### src/rtl/axi_spi_pkg.sv
// Shared definitions for the AXI4-Lite SPI register front-end:
// register offsets, response codes, xfer FSM states and field positions.
package axi_spi_pkg;

    localparam logic [4:0] OFF_CTRL   = 5'h00;
    localparam logic [4:0] OFF_TIMING = 5'h04;
    localparam logic [4:0] OFF_TXDATA = 5'h08;
    localparam logic [4:0] OFF_RXDATA = 5'h0C;
    localparam logic [4:0] OFF_STATUS = 5'h10;

    localparam logic [1:0] RESP_OKAY   = 2'b00;
    localparam logic [1:0] RESP_SLVERR = 2'b10;

    typedef enum logic [1:0] {
        IDLE,
        REQ,
        ACT,
        CAPT
    } xfer_state_t;

    localparam int CTRL_MODE_LSB  = 0;
    localparam int CTRL_SPEED_LSB = 2;
    localparam int CTRL_WLEN_LSB  = 4;

    localparam int TIM_IFG_LSB    = 0;
    localparam int TIM_CS_SCK_LSB = 8;
    localparam int TIM_SCK_CS_LSB = 16;

    localparam int STAT_BUSY = 0;
    localparam int STAT_DONE = 1;
    localparam int STAT_IE   = 2;

    // Byte-lane merge of write data into an existing register value.
    function automatic logic [31:0] strb_merge(
        input logic [31:0] old_v,
        input logic [31:0] wr_v,
        input logic [3:0]  strb
    );
        logic [31:0] r;
        for (int i = 0; i < 4; i++) begin
            r[8*i +: 8] = strb[i] ? wr_v[8*i +: 8] : old_v[8*i +: 8];
        end
        return r;
    endfunction

endpackage

### src/rtl/axi_spi_ctrl_xfer_seq.sv
// Frame sequencer: latches the TX word, runs the level-start / busy
// handshake with the SPI master, then captures RX and flags done.
module spi_xfer_seq
    import axi_spi_pkg::*;
(
    input  logic        GCLK,
    input  logic        RST_N,
    input  logic        tx_we_i,
    input  logic [31:0] tx_wdata_i,
    input  logic [3:0]  tx_wstrb_i,
    input  logic        done_clr_i,
    output logic        spi_start_o,
    input  logic        spi_busy_i,
    input  logic [31:0] miso_data_i,
    output logic [31:0] mosi_data_o,
    output logic [31:0] rx_data_o,
    output logic        done_o,
    output logic        busy_o
);

    xfer_state_t state_q, state_d;
    logic        start_q, start_d;
    logic [31:0] mosi_q, mosi_d;
    logic [31:0] rx_q, rx_d;
    logic        done_q, done_d;

    // Next-state logic; a CAPT set of done overrides a same-cycle clear.
    always_comb begin
        state_d = state_q;
        start_d = start_q;
        mosi_d  = mosi_q;
        rx_d    = rx_q;
        done_d  = done_q;
        if (done_clr_i) done_d = 1'b0;
        case (state_q)
            IDLE: begin
                if (tx_we_i) begin
                    mosi_d  = strb_merge(mosi_q, tx_wdata_i, tx_wstrb_i);
                    start_d = 1'b1;
                    state_d = REQ;
                end
            end
            REQ: begin
                if (spi_busy_i) begin
                    start_d = 1'b0;
                    state_d = ACT;
                end
            end
            ACT: begin
                if (!spi_busy_i) state_d = CAPT;
            end
            CAPT: begin
                rx_d    = miso_data_i;
                done_d  = 1'b1;
                state_d = IDLE;
            end
            default: begin
                start_d = 1'b0;
                state_d = IDLE;
            end
        endcase
    end

    // FSM and registered outputs.
    always_ff @(posedge GCLK or negedge RST_N) begin
        if (!RST_N) begin
            state_q <= IDLE;
            start_q <= 1'b0;
            mosi_q  <= '0;
            rx_q    <= '0;
            done_q  <= 1'b0;
        end else begin
            state_q <= state_d;
            start_q <= start_d;
            mosi_q  <= mosi_d;
            rx_q    <= rx_d;
            done_q  <= done_d;
        end
    end

    assign spi_start_o = start_q;
    assign mosi_data_o = mosi_q;
    assign rx_data_o   = rx_q;
    assign done_o      = done_q;
    assign busy_o      = (state_q != IDLE);

endmodule

### src/rtl/axi_spi_ctrl.sv
// AXI4-Lite register front-end for the SPI master stage.
// Optional done interrupt (STATUS.ie, irq_o) under AXI_SPI_IRQ_EN.
module axi_spi_ctrl
    import axi_spi_pkg::*;
#(
    parameter int          ADDR_W     = 5,
    parameter logic [31:0] CTRL_RST   = 32'h0,
    parameter logic [23:0] TIMING_RST = 24'h0
) (
    input  logic              GCLK,
    input  logic              RST_N,
    input  logic              s_awvalid,
    output logic              s_awready,
    input  logic [ADDR_W-1:0] s_awaddr,
    input  logic              s_wvalid,
    output logic              s_wready,
    input  logic [31:0]       s_wdata,
    input  logic [3:0]        s_wstrb,
    output logic              s_bvalid,
    input  logic              s_bready,
    output logic [1:0]        s_bresp,
    input  logic              s_arvalid,
    output logic              s_arready,
    input  logic [ADDR_W-1:0] s_araddr,
    output logic              s_rvalid,
    input  logic              s_rready,
    output logic [31:0]       s_rdata,
    output logic [1:0]        s_rresp,
    output logic              spi_start_o,
    input  logic              spi_busy_i,
    output logic [1:0]        spi_mode_o,
    output logic [1:0]        sck_speed_o,
    output logic [1:0]        word_len_o,
    output logic [7:0]        t_ifg_o,
    output logic [7:0]        t_cs_sck_o,
    output logic [7:0]        t_sck_cs_o,
    output logic [31:0]       mosi_data_o,
    input  logic [31:0]       miso_data_i
`ifdef AXI_SPI_IRQ_EN
    ,
    output logic              irq_o
`endif
);

    logic              rdy_q;
    logic              aw_full_q, aw_full_d;
    logic [ADDR_W-1:0] aw_addr_q, aw_addr_d;
    logic              w_full_q, w_full_d;
    logic [31:0]       w_data_q, w_data_d;
    logic [3:0]        w_strb_q, w_strb_d;
    logic              bvalid_q, bvalid_d;
    logic [1:0]        bresp_q, bresp_d;
    logic              rvalid_q, rvalid_d;
    logic [31:0]       rdata_q, rdata_d;
    logic [1:0]        rresp_q, rresp_d;
    logic [31:0]       ctrl_q, ctrl_d;
    logic [23:0]       timing_q, timing_d;

    logic        wr_fire;
    logic [1:0]  wr_resp;
    logic        tx_we;
    logic        done_clr;
    logic        xfer_busy;
    logic        xfer_done;
    logic [31:0] rx_data;
    logic [31:0] tim_m;
    logic [31:0] rd_data;
    logic [1:0]  rd_resp;
    logic        ie_rd;
    logic        unused_bits;

`ifdef AXI_SPI_IRQ_EN
    logic ie_q, ie_d;
    logic irq_q, irq_d;
    assign ie_rd = ie_q;
    assign irq_o = irq_q;
`else
    assign ie_rd = 1'b0;
`endif

    // Readies stay low until the first cycle after reset.
    assign s_awready = rdy_q && !aw_full_q && !bvalid_q;
    assign s_wready  = rdy_q && !w_full_q && !bvalid_q;
    assign s_arready = rdy_q && !rvalid_q;
    assign wr_fire   = aw_full_q && w_full_q;

    // Register write decode, applied when both holding slots are full.
    always_comb begin
        ctrl_d   = ctrl_q;
        timing_d = timing_q;
        tx_we    = 1'b0;
        done_clr = 1'b0;
        wr_resp  = RESP_OKAY;
        tim_m    = strb_merge({8'h00, timing_q}, w_data_q, w_strb_q);
`ifdef AXI_SPI_IRQ_EN
        ie_d     = ie_q;
`endif
        if (wr_fire) begin
            case (aw_addr_q[4:2])
                OFF_CTRL[4:2]: begin
                    if (xfer_busy) wr_resp = RESP_SLVERR;
                    else ctrl_d = strb_merge(ctrl_q, w_data_q, w_strb_q);
                end
                OFF_TIMING[4:2]: begin
                    if (xfer_busy) wr_resp = RESP_SLVERR;
                    else timing_d = tim_m[23:0];
                end
                OFF_TXDATA[4:2]: begin
                    if (xfer_busy) wr_resp = RESP_SLVERR;
                    else tx_we = 1'b1;
                end
                OFF_STATUS[4:2]: begin
                    if (w_strb_q[0]) begin
                        done_clr = w_data_q[STAT_DONE];
`ifdef AXI_SPI_IRQ_EN
                        ie_d = w_data_q[STAT_IE];
`endif
                    end
                end
                default: wr_resp = RESP_SLVERR;
            endcase
        end
    end

    // Read data mux, sampled at the AR handshake.
    always_comb begin
        rd_data = '0;
        rd_resp = RESP_OKAY;
        case (s_araddr[4:2])
            OFF_CTRL[4:2]:   rd_data = ctrl_q;
            OFF_TIMING[4:2]: rd_data = {8'h00, timing_q};
            OFF_TXDATA[4:2]: rd_data = '0;
            OFF_RXDATA[4:2]: rd_data = rx_data;
            OFF_STATUS[4:2]: rd_data = {29'b0, ie_rd, xfer_done, xfer_busy};
            default:         rd_resp = RESP_SLVERR;
        endcase
    end

    // AXI channel next-state: holding slots, B and R response registers.
    always_comb begin
        aw_full_d = aw_full_q;
        aw_addr_d = aw_addr_q;
        w_full_d  = w_full_q;
        w_data_d  = w_data_q;
        w_strb_d  = w_strb_q;
        bvalid_d  = bvalid_q;
        bresp_d   = bresp_q;
        rvalid_d  = rvalid_q;
        rdata_d   = rdata_q;
        rresp_d   = rresp_q;
        if (s_awvalid && s_awready) begin
            aw_full_d = 1'b1;
            aw_addr_d = s_awaddr;
        end
        if (s_wvalid && s_wready) begin
            w_full_d = 1'b1;
            w_data_d = s_wdata;
            w_strb_d = s_wstrb;
        end
        if (bvalid_q && s_bready) bvalid_d = 1'b0;
        if (wr_fire) begin
            aw_full_d = 1'b0;
            w_full_d  = 1'b0;
            bvalid_d  = 1'b1;
            bresp_d   = wr_resp;
        end
        if (rvalid_q && s_rready) rvalid_d = 1'b0;
        if (s_arvalid && s_arready) begin
            rvalid_d = 1'b1;
            rdata_d  = rd_data;
            rresp_d  = rd_resp;
        end
    end

`ifdef AXI_SPI_IRQ_EN
    // Interrupt is registered, one cycle behind done & ie.
    always_comb irq_d = xfer_done && ie_q;

    // Interrupt enable and output flops.
    always_ff @(posedge GCLK or negedge RST_N) begin
        if (!RST_N) begin
            ie_q  <= 1'b0;
            irq_q <= 1'b0;
        end else begin
            ie_q  <= ie_d;
            irq_q <= irq_d;
        end
    end
`endif

    // Channel state and register file flops.
    always_ff @(posedge GCLK or negedge RST_N) begin
        if (!RST_N) begin
            rdy_q     <= 1'b0;
            aw_full_q <= 1'b0;
            aw_addr_q <= '0;
            w_full_q  <= 1'b0;
            w_data_q  <= '0;
            w_strb_q  <= '0;
            bvalid_q  <= 1'b0;
            bresp_q   <= RESP_OKAY;
            rvalid_q  <= 1'b0;
            rdata_q   <= '0;
            rresp_q   <= RESP_OKAY;
            ctrl_q    <= CTRL_RST;
            timing_q  <= TIMING_RST;
        end else begin
            rdy_q     <= 1'b1;
            aw_full_q <= aw_full_d;
            aw_addr_q <= aw_addr_d;
            w_full_q  <= w_full_d;
            w_data_q  <= w_data_d;
            w_strb_q  <= w_strb_d;
            bvalid_q  <= bvalid_d;
            bresp_q   <= bresp_d;
            rvalid_q  <= rvalid_d;
            rdata_q   <= rdata_d;
            rresp_q   <= rresp_d;
            ctrl_q    <= ctrl_d;
            timing_q  <= timing_d;
        end
    end

    spi_xfer_seq u_seq (
        .GCLK        (GCLK),
        .RST_N       (RST_N),
        .tx_we_i     (tx_we),
        .tx_wdata_i  (w_data_q),
        .tx_wstrb_i  (w_strb_q),
        .done_clr_i  (done_clr),
        .spi_start_o (spi_start_o),
        .spi_busy_i  (spi_busy_i),
        .miso_data_i (miso_data_i),
        .mosi_data_o (mosi_data_o),
        .rx_data_o   (rx_data),
        .done_o      (xfer_done),
        .busy_o      (xfer_busy)
    );

    assign s_bvalid = bvalid_q;
    assign s_bresp  = bresp_q;
    assign s_rvalid = rvalid_q;
    assign s_rdata  = rdata_q;
    assign s_rresp  = rresp_q;

    assign spi_mode_o  = ctrl_q[CTRL_MODE_LSB +: 2];
    assign sck_speed_o = ctrl_q[CTRL_SPEED_LSB +: 2];
    assign word_len_o  = ctrl_q[CTRL_WLEN_LSB +: 2];
    assign t_ifg_o     = timing_q[TIM_IFG_LSB +: 8];
    assign t_cs_sck_o  = timing_q[TIM_CS_SCK_LSB +: 8];
    assign t_sck_cs_o  = timing_q[TIM_SCK_CS_LSB +: 8];

    // Address byte-offset bits and unused write lanes are don't-care.
    assign unused_bits = ^{aw_addr_q, s_araddr, w_strb_q, w_data_q};

endmodule

### config.mk
export PLATFORM = sky130hd
export DESIGN_NAME = axi_spi_ctrl
export DESIGN_NICKNAME = d
export VERILOG_FILES = /design/src/rtl/axi_spi_pkg.sv /design/src/rtl/axi_spi_ctrl_xfer_seq.sv /design/src/rtl/axi_spi_ctrl.sv
export SDC_FILE = /design/constraint.sdc
export NUM_CORES = 1
export LEC_CHECK = 0
export BUFFER_PORTS_ARGS = -buffer_cell sky130_fd_sc_hd__buf_4
export CORE_UTILIZATION = 58
export DETAILED_ROUTE_END_ITERATION = 10
export PLACE_DENSITY_LB_ADDON = 0.15
export SYNTH_ARGS = -nofsm -noshare
export SYNTH_HDL_FRONTEND = slang
export SYNTH_HIERARCHICAL = 1
export SYNTH_SLANG_ARGS = --single-unit
### constraint.sdc
create_clock -name GCLK -period 6.9 [get_ports GCLK]
set_clock_uncertainty 0.2 [all_clocks]
set_input_delay 1.725 -clock GCLK [delete_from_list [all_inputs] [get_ports GCLK]]
set_output_delay 1.725 -clock GCLK [all_outputs]
set_load 0.1 [all_outputs]
Word-level counts from Yosys, hierarchy flattened
Index checks and enable logic that the tools add are counted.

cells by class
  eq/ne operators = 13
  muxes and demuxes = 27
  reduce and logical (&&, ||, !) cells = 40
  bitwise gates (word level) = 1

operator list
  cell                                                                    number
  32-bit case mux with 4 select lines                                     1
  4-bit AND reduction                                                     7
  1-bit 2-to-1 mux                                                        18
  3-bit AND reduction                                                     6
  2-bit nonzero test                                                      7
  1-bit logical AND                                                       11
  2-bit 2-to-1 mux                                                        5
  3-bit by 2-bit equality test with 1-bit output (second input constant)  3
  2-bit case mux with 4 select lines                                      1
  3-bit by 1-bit equality test with 1-bit output (second input constant)  2
  3-bit equality test (second input constant)                             2
  3-bit logical NOT                                                       2
  2-bit inequality test (second input constant)                           3
  5-bit OR reduction                                                      1
  2-bit equality test (second input constant)                             2
  1-bit logical NOT                                                       4
  2-bit case mux with 2 select lines                                      1
  3-bit OR reduction                                                      1
  2-bit by 1-bit equality test with 1-bit output (second input constant)  1
  2-bit logical NOT                                                       1
  1-bit case mux with 2 select lines                                      1
  1-bit NOT                                                               1

word-level totals
  flip-flop bits (word level) = 206
  input bits = 86
  logic and storage cells = 107
  output and inout port bits = 104

Longest topological paths before layout
Gate-level depths: netlist (run 1).

  depth after elaboration = 6
  depth in mapped cells = 9
  depth with buffers taken out = 8

Modules after synthesis
Netlist (run 1), hierarchy kept.

modules (own cells, without submodules)
  module        sequential area each (sq um)  times used  area each (sq um)  cells an instance
  axi_spi_ctrl  3353.2                        1           5686.7             445
  spi_xfer_seq  1701.6                        1           2652.5             161

Worst setup path before layout (run 1)
No wires, ideal clock.

  path kind = flip-flop to output port
  start point = reg bvalid_q, in the netlist s_bvalid
  end point = out s_awready
  buffers on the path = 0
  arrival time = 2.314 ns
  required time = 4.975 ns
  cell stages (with the launch flop) = 3
  setup slack = 2.661 ns
  cells stage by stage = dfrtp_1 > nand2b_1 > nor2_1

on the way
  cells in the longest elaborated chain, start to end = 2

ends and longest elaborated chain
  item                    RTL line             source
  start, declared         axi_spi_ctrl.sv:51   logic bvalid_q, bvalid_d;
  start signal, assigned  axi_spi_ctrl.sv:214  bvalid_q <= bvalid_d;
  1-bit logical NOT       axi_spi_ctrl.sv:82   assign s_awready = rdy_q && !aw_full_q && !bvalid_q;
  1-bit logical AND       axi_spi_ctrl.sv:82
  end, declared           axi_spi_ctrl.sv:13   output logic s_awready,

Every way passes these cells.

Final worst setup path (run 1)
  start point = in s_arvalid
  end point = reg rdata_q[12], in the netlist s_rdata[12]

on the way
  cells in the longest elaborated chain, start to end = 1

ends and longest elaborated chain
  item                  RTL line             source
  start, declared       axi_spi_ctrl.sv:22   input logic s_arvalid,
  1-bit logical AND     axi_spi_ctrl.sv:168  if (s_arvalid && s_arready) begin
  end signal, assigned  axi_spi_ctrl.sv:217  rdata_q <= rdata_d;
  end, declared         axi_spi_ctrl.sv:54   logic [31:0] rdata_q, rdata_d;

Every way passes these cells.
A chain may end at the register's enable or synchronous reset.

==> qor.yml, run 1 <==
run:
  maxCapViolations: 0
clock_network:
  ctsResizeCount: 0
  clock_sinks: 202
  post_cts_buffers: 0
  insertion_delay_ns: 0.47
  cts_tree: "built"
  cts_buffers: 21
  cts_hold_buffers: 0
  cts_root_buf: "clkbuf_16"
  clk_path_buf_depth: 3
  path_clk_slew_ns: 0.06
  htreeDepth: 1
synth:
  synth_xor_area_share_pct: 0
  syn_area_sq_um: 8340
  yosysTopAreaCellShare_pct: 60.6
  synth.mux.area_fraction_pct: 24.5
  ys_seq_elements: 202
  yosysTopAreaCell: "dfrtp_1"
  synth.most_common_cell: "dfrtp_1"
  synthArstFlopShare_pct: 100
  synth.distinct_cells: 40
  synthSimpleGateAreaFrac_pct: 5.55
  syn_avg_cell_area_sq_um: 13.8
  synth_top_family_by_area: "multiplexers"
  syn_inst: 606
  synth_compound_area_share_pct: 5.75
  synth_edf_count: 0
  ys.flop_type: "dfrtp_1"
  synthAdderAreaFrac_pct: 0.750
  ys_seq_area_share_pct: 60.6
  synth_warnings: 6
  synth_area_leaders: "dfrtp_1 (61%), mux2_2 (21%), mux2i_1 (2.9%)"
  synth_common_cells: "dfrtp_1 (202), mux2_2 (154), o21ai_0 (36)"
critical_path:
  crit_arrival_ns: 3.57
  worstReg2RegEnd: "u_seq/mosi_data_o[23]"
  end_kind: "flip-flop"
  rrSetupSlack_ns: 3.57
  critical_path_required_ns: 6.99
  r2r_start: "u_seq/state_q[0]"
  cp-start-kind: "input port"
  cp_max_fo: 37
  criticalPathCategory: "in2reg"
  reg2reg_depth: 7
sta:
  slew_violations: 0
  grt_setup_unrepaired: "no"
  worst_slew_pin_slew_ns: 1.17
  whs_ns: 0.279
  max_freq_mhz: 288
  slew_headroom_pct: 22.1
  post-route-period-util_pct: 50.4
  timing.final.hold_violations: 0
  final.setup.tns_ns: 0
  setup_viol: 0
  worst_slack_ns: 3.42
  fin_crit_ns: 3.48
routing:
  postRouteAntennaNets: 0
  detail_route.iter0.violations: 221
  drt_wl_total_mm: 18.7
  firstDrtPassIters: 4
  wl_per_cell_um: 19.1
  viasPerCell: 5.58
  drcViolationCount: 0
  via_count: 5437
power_and_ir_drop:
  internal-power_mw: 2.85
  power_mw: 4.88
  p_comb_share_pct: 39.2
  ir_drop_v: 0.000363
  seqPwrFrac_pct: 39.1
  leakage_nw: 5.16
  power.density_nw_per_um2: 468
  switchingPower_mw: 2.04
  p_sw_share_pct: 41.7
  p_clk_share_pct: 21.7
run_status:
  outcome: "completed"
finish:
  seq_area_sq_um: 5050
  stdcell_count: 975
  layout.nets: 874
  final_layout_size_suffix_gt1_share_pct: 48.8
  fill_cells: 919
  synthToLayoutAreaGrowth_pct: 25.0
  diodes: 0
  final_util_pct: 74.8
  multiInputGateArea_sq_um: 3070
  stdcell_area_sq_um: 10400
placement:
  dp.final_hpwl_mm: 12.4
  port_buffers: 183
  dpl.cell_count: 940
  pre_cts_ws_ns: 2.93
  place.gp.congestion: 0.781
  placed_area_sq_um: 9780
min_path:
  min_to: "s_rdata[24]"
  hold_start: "s_rdata[24]"
  min_path_type: "reg2reg"
  min_path_cells: 2
global_routing:
  grt_pass1_vias: 5722
  antenna_found_initial: 0
  grt_overflow: 0
  grt_max_degree: 75
  grt_usage_pct: 25.9
  grt_pass1_wl_mm: 29.6
floorplanning:
  core_sq_um: 13900
  io_pins: 190
  die_y_um: 122
  dieArea_sq_um: 14900
  start_util_pct: 59.8
  core.rowCount: 43
  die_x_um: 122
## area by class of cell
| type | instances | area share (%) |
|---|---|---|
| Sequential cell | 202 | 48.5 |
| Multi-Input combinational cell | 363 | 29.4 |
| Timing Repair Buffer | 186 | 13.5 |
| Clock buffer | 33 | 5.86 |
| Tap cell | 180 | 2.16 |
| Clock inverter | 2 | 0.336 |
| Inverter | 9 | 0.324 |
## cell usage in the layout (no fill, tap or decap), types with 8 or more instances in the layout
master     netlist  routed
nand2_1         34      34
a22oi_1          8       8
a21oi_1         23      23
clkbuf_1         9       8
dfrtp_1        202     202
nand2_2          8       8
clkbuf_16        0      21
o21ai_0         36      36
nor2_1          26      26
mux2i_1         24      24
inv_1            8       8
mux2_2         154     154
buf_4           13     185
## sequential cells by signal, summed over array words and instances, names as in the netlist, 2 cells and up
register           flops
timing_q              24
ctrl_q                32
w_strb_q               4
u_seq/state_q          2
u_seq/mosi_data_o     32
aw_addr_q              3
s_rdata               32
w_data_q              32
u_seq/rx_data_o       32
## power groups by stage
stage | Sequential (mW) | Combinational (mW) | Clock (mW)
2_1_floorplan | 2.60 | 0.781 | 0
3_3_place_gp | 1.88 | 1.87 | 0
3_5_place_dp | 1.92 | 1.92 | 0
4_1_cts | 1.91 | 1.93 | 1.08
5_1_grt | 1.96 | 2.00 | 1.13
6_report | 1.91 | 1.91 | 1.06
## how the worst max path moves through the flow
stage                              to  cells past startpoint  startpoint  slack, ns
after global routing      s_rdata[17]                      4   s_arvalid       3.28
after floorplan             s_awready                      2    s_bvalid       2.66
after CTS                 s_rdata[12]                      4   s_arvalid       3.42
after detailed placement  s_rdata[12]                      4   s_arvalid       2.93
final                     s_rdata[12]                      4   s_arvalid       3.42
after global placement    s_rdata[15]                      4   s_arvalid       3.04
## routing by layer
layer  GRT usage, %  wire length [um]
met1           33.9              7670
met2           43.7              9330
met3           5.66              1330
met4           6.71               320
met5              0                 0
## kinds of logic (layout without fill, tap and decap cells)
logic type	Yosys count	count (layout)
compound gates	82	82
fa+ha+maj	5	5
buf+inv	42	230
flops	202	202
mux	184	184
other cells	2	3
simple gates	89	89
## critical path, stage by stage
cell     delay, ns
buf_4         0.12
nand2_2       0.56
or3_1         0.88
o21ai_0       0.26
Power figures use the tool's default switching activity.
==> inputs of run 2 (changes only) <==
--- a/config.mk
+++ b/config.mk
@@ -5,8 +5,9 @@
 export SDC_FILE = /design/constraint.sdc
 export NUM_CORES = 1
 export LEC_CHECK = 0
+export ABC_AREA = 1
 export BUFFER_PORTS_ARGS = -buffer_cell sky130_fd_sc_hd__buf_4
-export CORE_UTILIZATION = 58
+export CORE_UTILIZATION = 49
 export DETAILED_ROUTE_END_ITERATION = 10
 export PLACE_DENSITY_LB_ADDON = 0.15
 export SYNTH_ARGS = -nofsm -noshare
==> constraint.sdc (replaced) <==
create_clock -name GCLK -period 2.9 [get_ports GCLK]
set_clock_uncertainty 0.2 [all_clocks]
set_input_delay 0.725 -clock GCLK [delete_from_list [all_inputs] [get_ports GCLK]]
set_output_delay 0.725 -clock GCLK [all_outputs]
set_load 0.1 [all_outputs]
==> run 2 against run 1 <==
  * Sequential power up 130%
  * Via count up 31%
  * Count of clock-buffer cells in the layout down 3
  * Non-clock buffer count up 14
  * Largest cell class unchanged
  * Total power up 150%
  * Register-to-register slack worse by 3.0 ns
  * Setup slack worse by 3.0 ns
  * Largest power group is now combinational cells
  * Cell area up 5.8%
  * Critical endpoint is now s_awready
  * Critical path depth down 2
==> qor.yml, run 2 <==
finish:
  fill_cells: 1552
  final_util_pct: 63.4
  layout_common_cells: "nand2_1 (370), dfrtp_1 (202), buf_4 (195), nand3_1 (84), inv_1 (59)"
  diodes: 0
  final_layout_size_suffix_gt1_share_pct: 24.9
  final_common_cell: "nand2_1"
  multiInputGateArea_sq_um: 3140
  synthToLayoutAreaGrowth_pct: 25.7
  stdcell_area_sq_um: 11000
  layout.nets: 1247
  seq_area_sq_um: 5050
routing:
  wl_met2_mm: 11.6
  firstDrtPassIters: 4
  postRouteAntennaNets: 0
  wl_per_cell_um: 16.0
  via_count: 7144
  met3_length_mm: 1.28
  dr.max_layer_used: "met4"
  drcViolationCount: 0
  met1_length_mm: 8.79
  viasPerCell: 5.11
  detail_route.iter0.violations: 335
  drt_wl_total_mm: 22.3
sta:
  slew_violations: 0
  fin_crit_ns: 2.44
  grt_setup_unrepaired: "no"
  worst_slew_pin_slew_ns: 1.05
  max_freq_mhz: 410
  post-route-period-util_pct: 84.0
  slew_headroom_pct: 30.0
  whs_ns: 0.00373
  final.setup.tns_ns: 0
  timing.final.hold_violations: 0
  setup_viol: 0
critical_path:
  path_buf_inv: 1
  crit_path_top_delay_cell: "dfrtp_1"
  crit_family: "flip-flops"
  cp_max_fo: 4
  cpPeakStageDelay_ns: 0.43
  crit_path_cell_trace: "nor3_2 > buf_4"
  critical_path_required_ns: 1.98
  end_kind: "primary output"
  crit_arrival_ns: 1.51
  criticalPathCategory: "reg2out"
  cp-start-kind: "flip-flop"
synth:
  ys.flop_type: "dfrtp_1"
  synth.distinct_cells: 31
  ys_seq_elements: 202
  synth_area_leaders: "dfrtp_1 (58%), nand2_1 (16%), nand3_1 (4.8%)"
  syn_inst: 988
  syn_area_sq_um: 8780
  synthArstFlopShare_pct: 100
  synth_edf_count: 0
  ys_seq_area_share_pct: 57.6
  yosysTopAreaCellShare_pct: 57.6
  synth_common_cells: "nand2_1 (371), dfrtp_1 (202), nand3_1 (84)"
  synth_warnings: 6
  syn_avg_cell_area_sq_um: 8.89
  yosysTopAreaCell: "dfrtp_1"
  synth.most_common_cell: "nand2_1"
floorplanning:
  die_x_um: 136
  core.rowCount: 48
  io_pins: 190
  core_sq_um: 17400
  die_y_um: 136
  start_util_pct: 50.4
  dieArea_sq_um: 18500
clock_network:
  cts_hold_buffers: 0
  cts_buffers: 22
  cts_root_buf: "clkbuf_16"
  ctsResizeCount: 0
  post_cts_buffers: 0
  clock_sinks: 202
  path_clk_slew_ns: 0.06
  clk_path_buf_depth: 3
  htreeDepth: 1
  cts_tree: "built"
  insertion_delay_ns: 0.49
placement:
  port_buffers: 183
  place.gp.congestion: 0.897
  dp.final_hpwl_mm: 15.9
  placed_area_sq_um: 10300
global_routing:
  antenna_found_initial: 0
  grt_overflow: 0
  grt_max_degree: 63
  grt_pass1_wl_mm: 35.3
  grt_usage_pct: 24.7
  grt_pass1_vias: 6970
power_and_ir_drop:
  leakage_nw: 5.95
  power.density_nw_per_um2: 1100
  power_mw: 12.2
  ir_drop_v: 0.000920
min_path:
  min_path_type: "in2async"
run:
  maxCapViolations: 0
run_status:
  outcome: "completed"
## run 2: cell count changes in the layout (fill, tap and decap cells not counted), moves of 7 or more
cell | before | now
inv_1 | 8 | 59
buf_4 | 185 | 195
nand4_1 | 0 | 28
o21ai_1 | 1 | 10
nand3_1 | 4 | 84
o21ai_2 | 0 | 32
nand2_1 | 34 | 370
a21oi_1 | 23 | 37
a22oi_1 | 8 | 0
nor2_1 | 26 | 44
o21ai_0 | 36 | 29
mux2i_1 | 24 | 0
mux2_2 | 154 | 0
## run 2: logic make-up after synthesis
kind of cell	after synthesis	share of synthesized area, %
AND/OR/NAND/NOR	549	27.1
flip-flops	202	57.6
buffers and inverters	120	6.86
AO/OA/AOI/OAI	110	7.68
adder cells (fa/ha/maj)	5	0.713
other	2	0.0856
## run 2: where the power goes
| group | internal [mW] | switching [mW] |
|---|---|---|
| clock network | 1.79 | 1.12 |
| registers | 3.70 | 0.706 |
| logic | 1.08 | 3.80 |
## run 2: stage by stage
step	cells	setup WS [ns]
2_1_floorplan	989	-0.218
3_3_place_gp	1357	0.474
3_5_place_dp	1357	0.443
4_1_cts	1397	0.458
5_1_grt	1397	0.378
6_report	1397	0.463
## run 2: layer usage
layer  vias to the layer above  GRT usage [%]
met5                         -              0
met4                         0           7.43
met3                        42           4.44
met2                       191           44.6
met1                      3423           29.9
li1                       3488              -
## run 2: layout make-up
cell class / count / area share, %
clock buffers: 30 / 5.73
multi-input cells: 667 / 28.5
repair buffers: 200 / 14.1
flip-flops and latches: 202 / 45.8
well taps: 225 / 2.55
inverters: 63 / 2.17
clock inverters: 10 / 1.16
## run 2: worst paths after layout
kind                       slack [ns]                start                     to  cells after the start
max                              0.46            aw_full_q              s_awready                      2
min                             0.004                RST_N    u_seq/rx_data_o[11]                      1
max reg2reg                      0.55     u_seq/state_q[0]  u_seq/mosi_data_o[16]                      9
min reg2reg                      0.27  u_seq/rx_data_o[23]    u_seq/rx_data_o[23]                      2
max in group asynchronous        1.82                RST_N           timing_q[16]                      2
min in group GCLK                0.21             s_rready               s_rvalid                      2
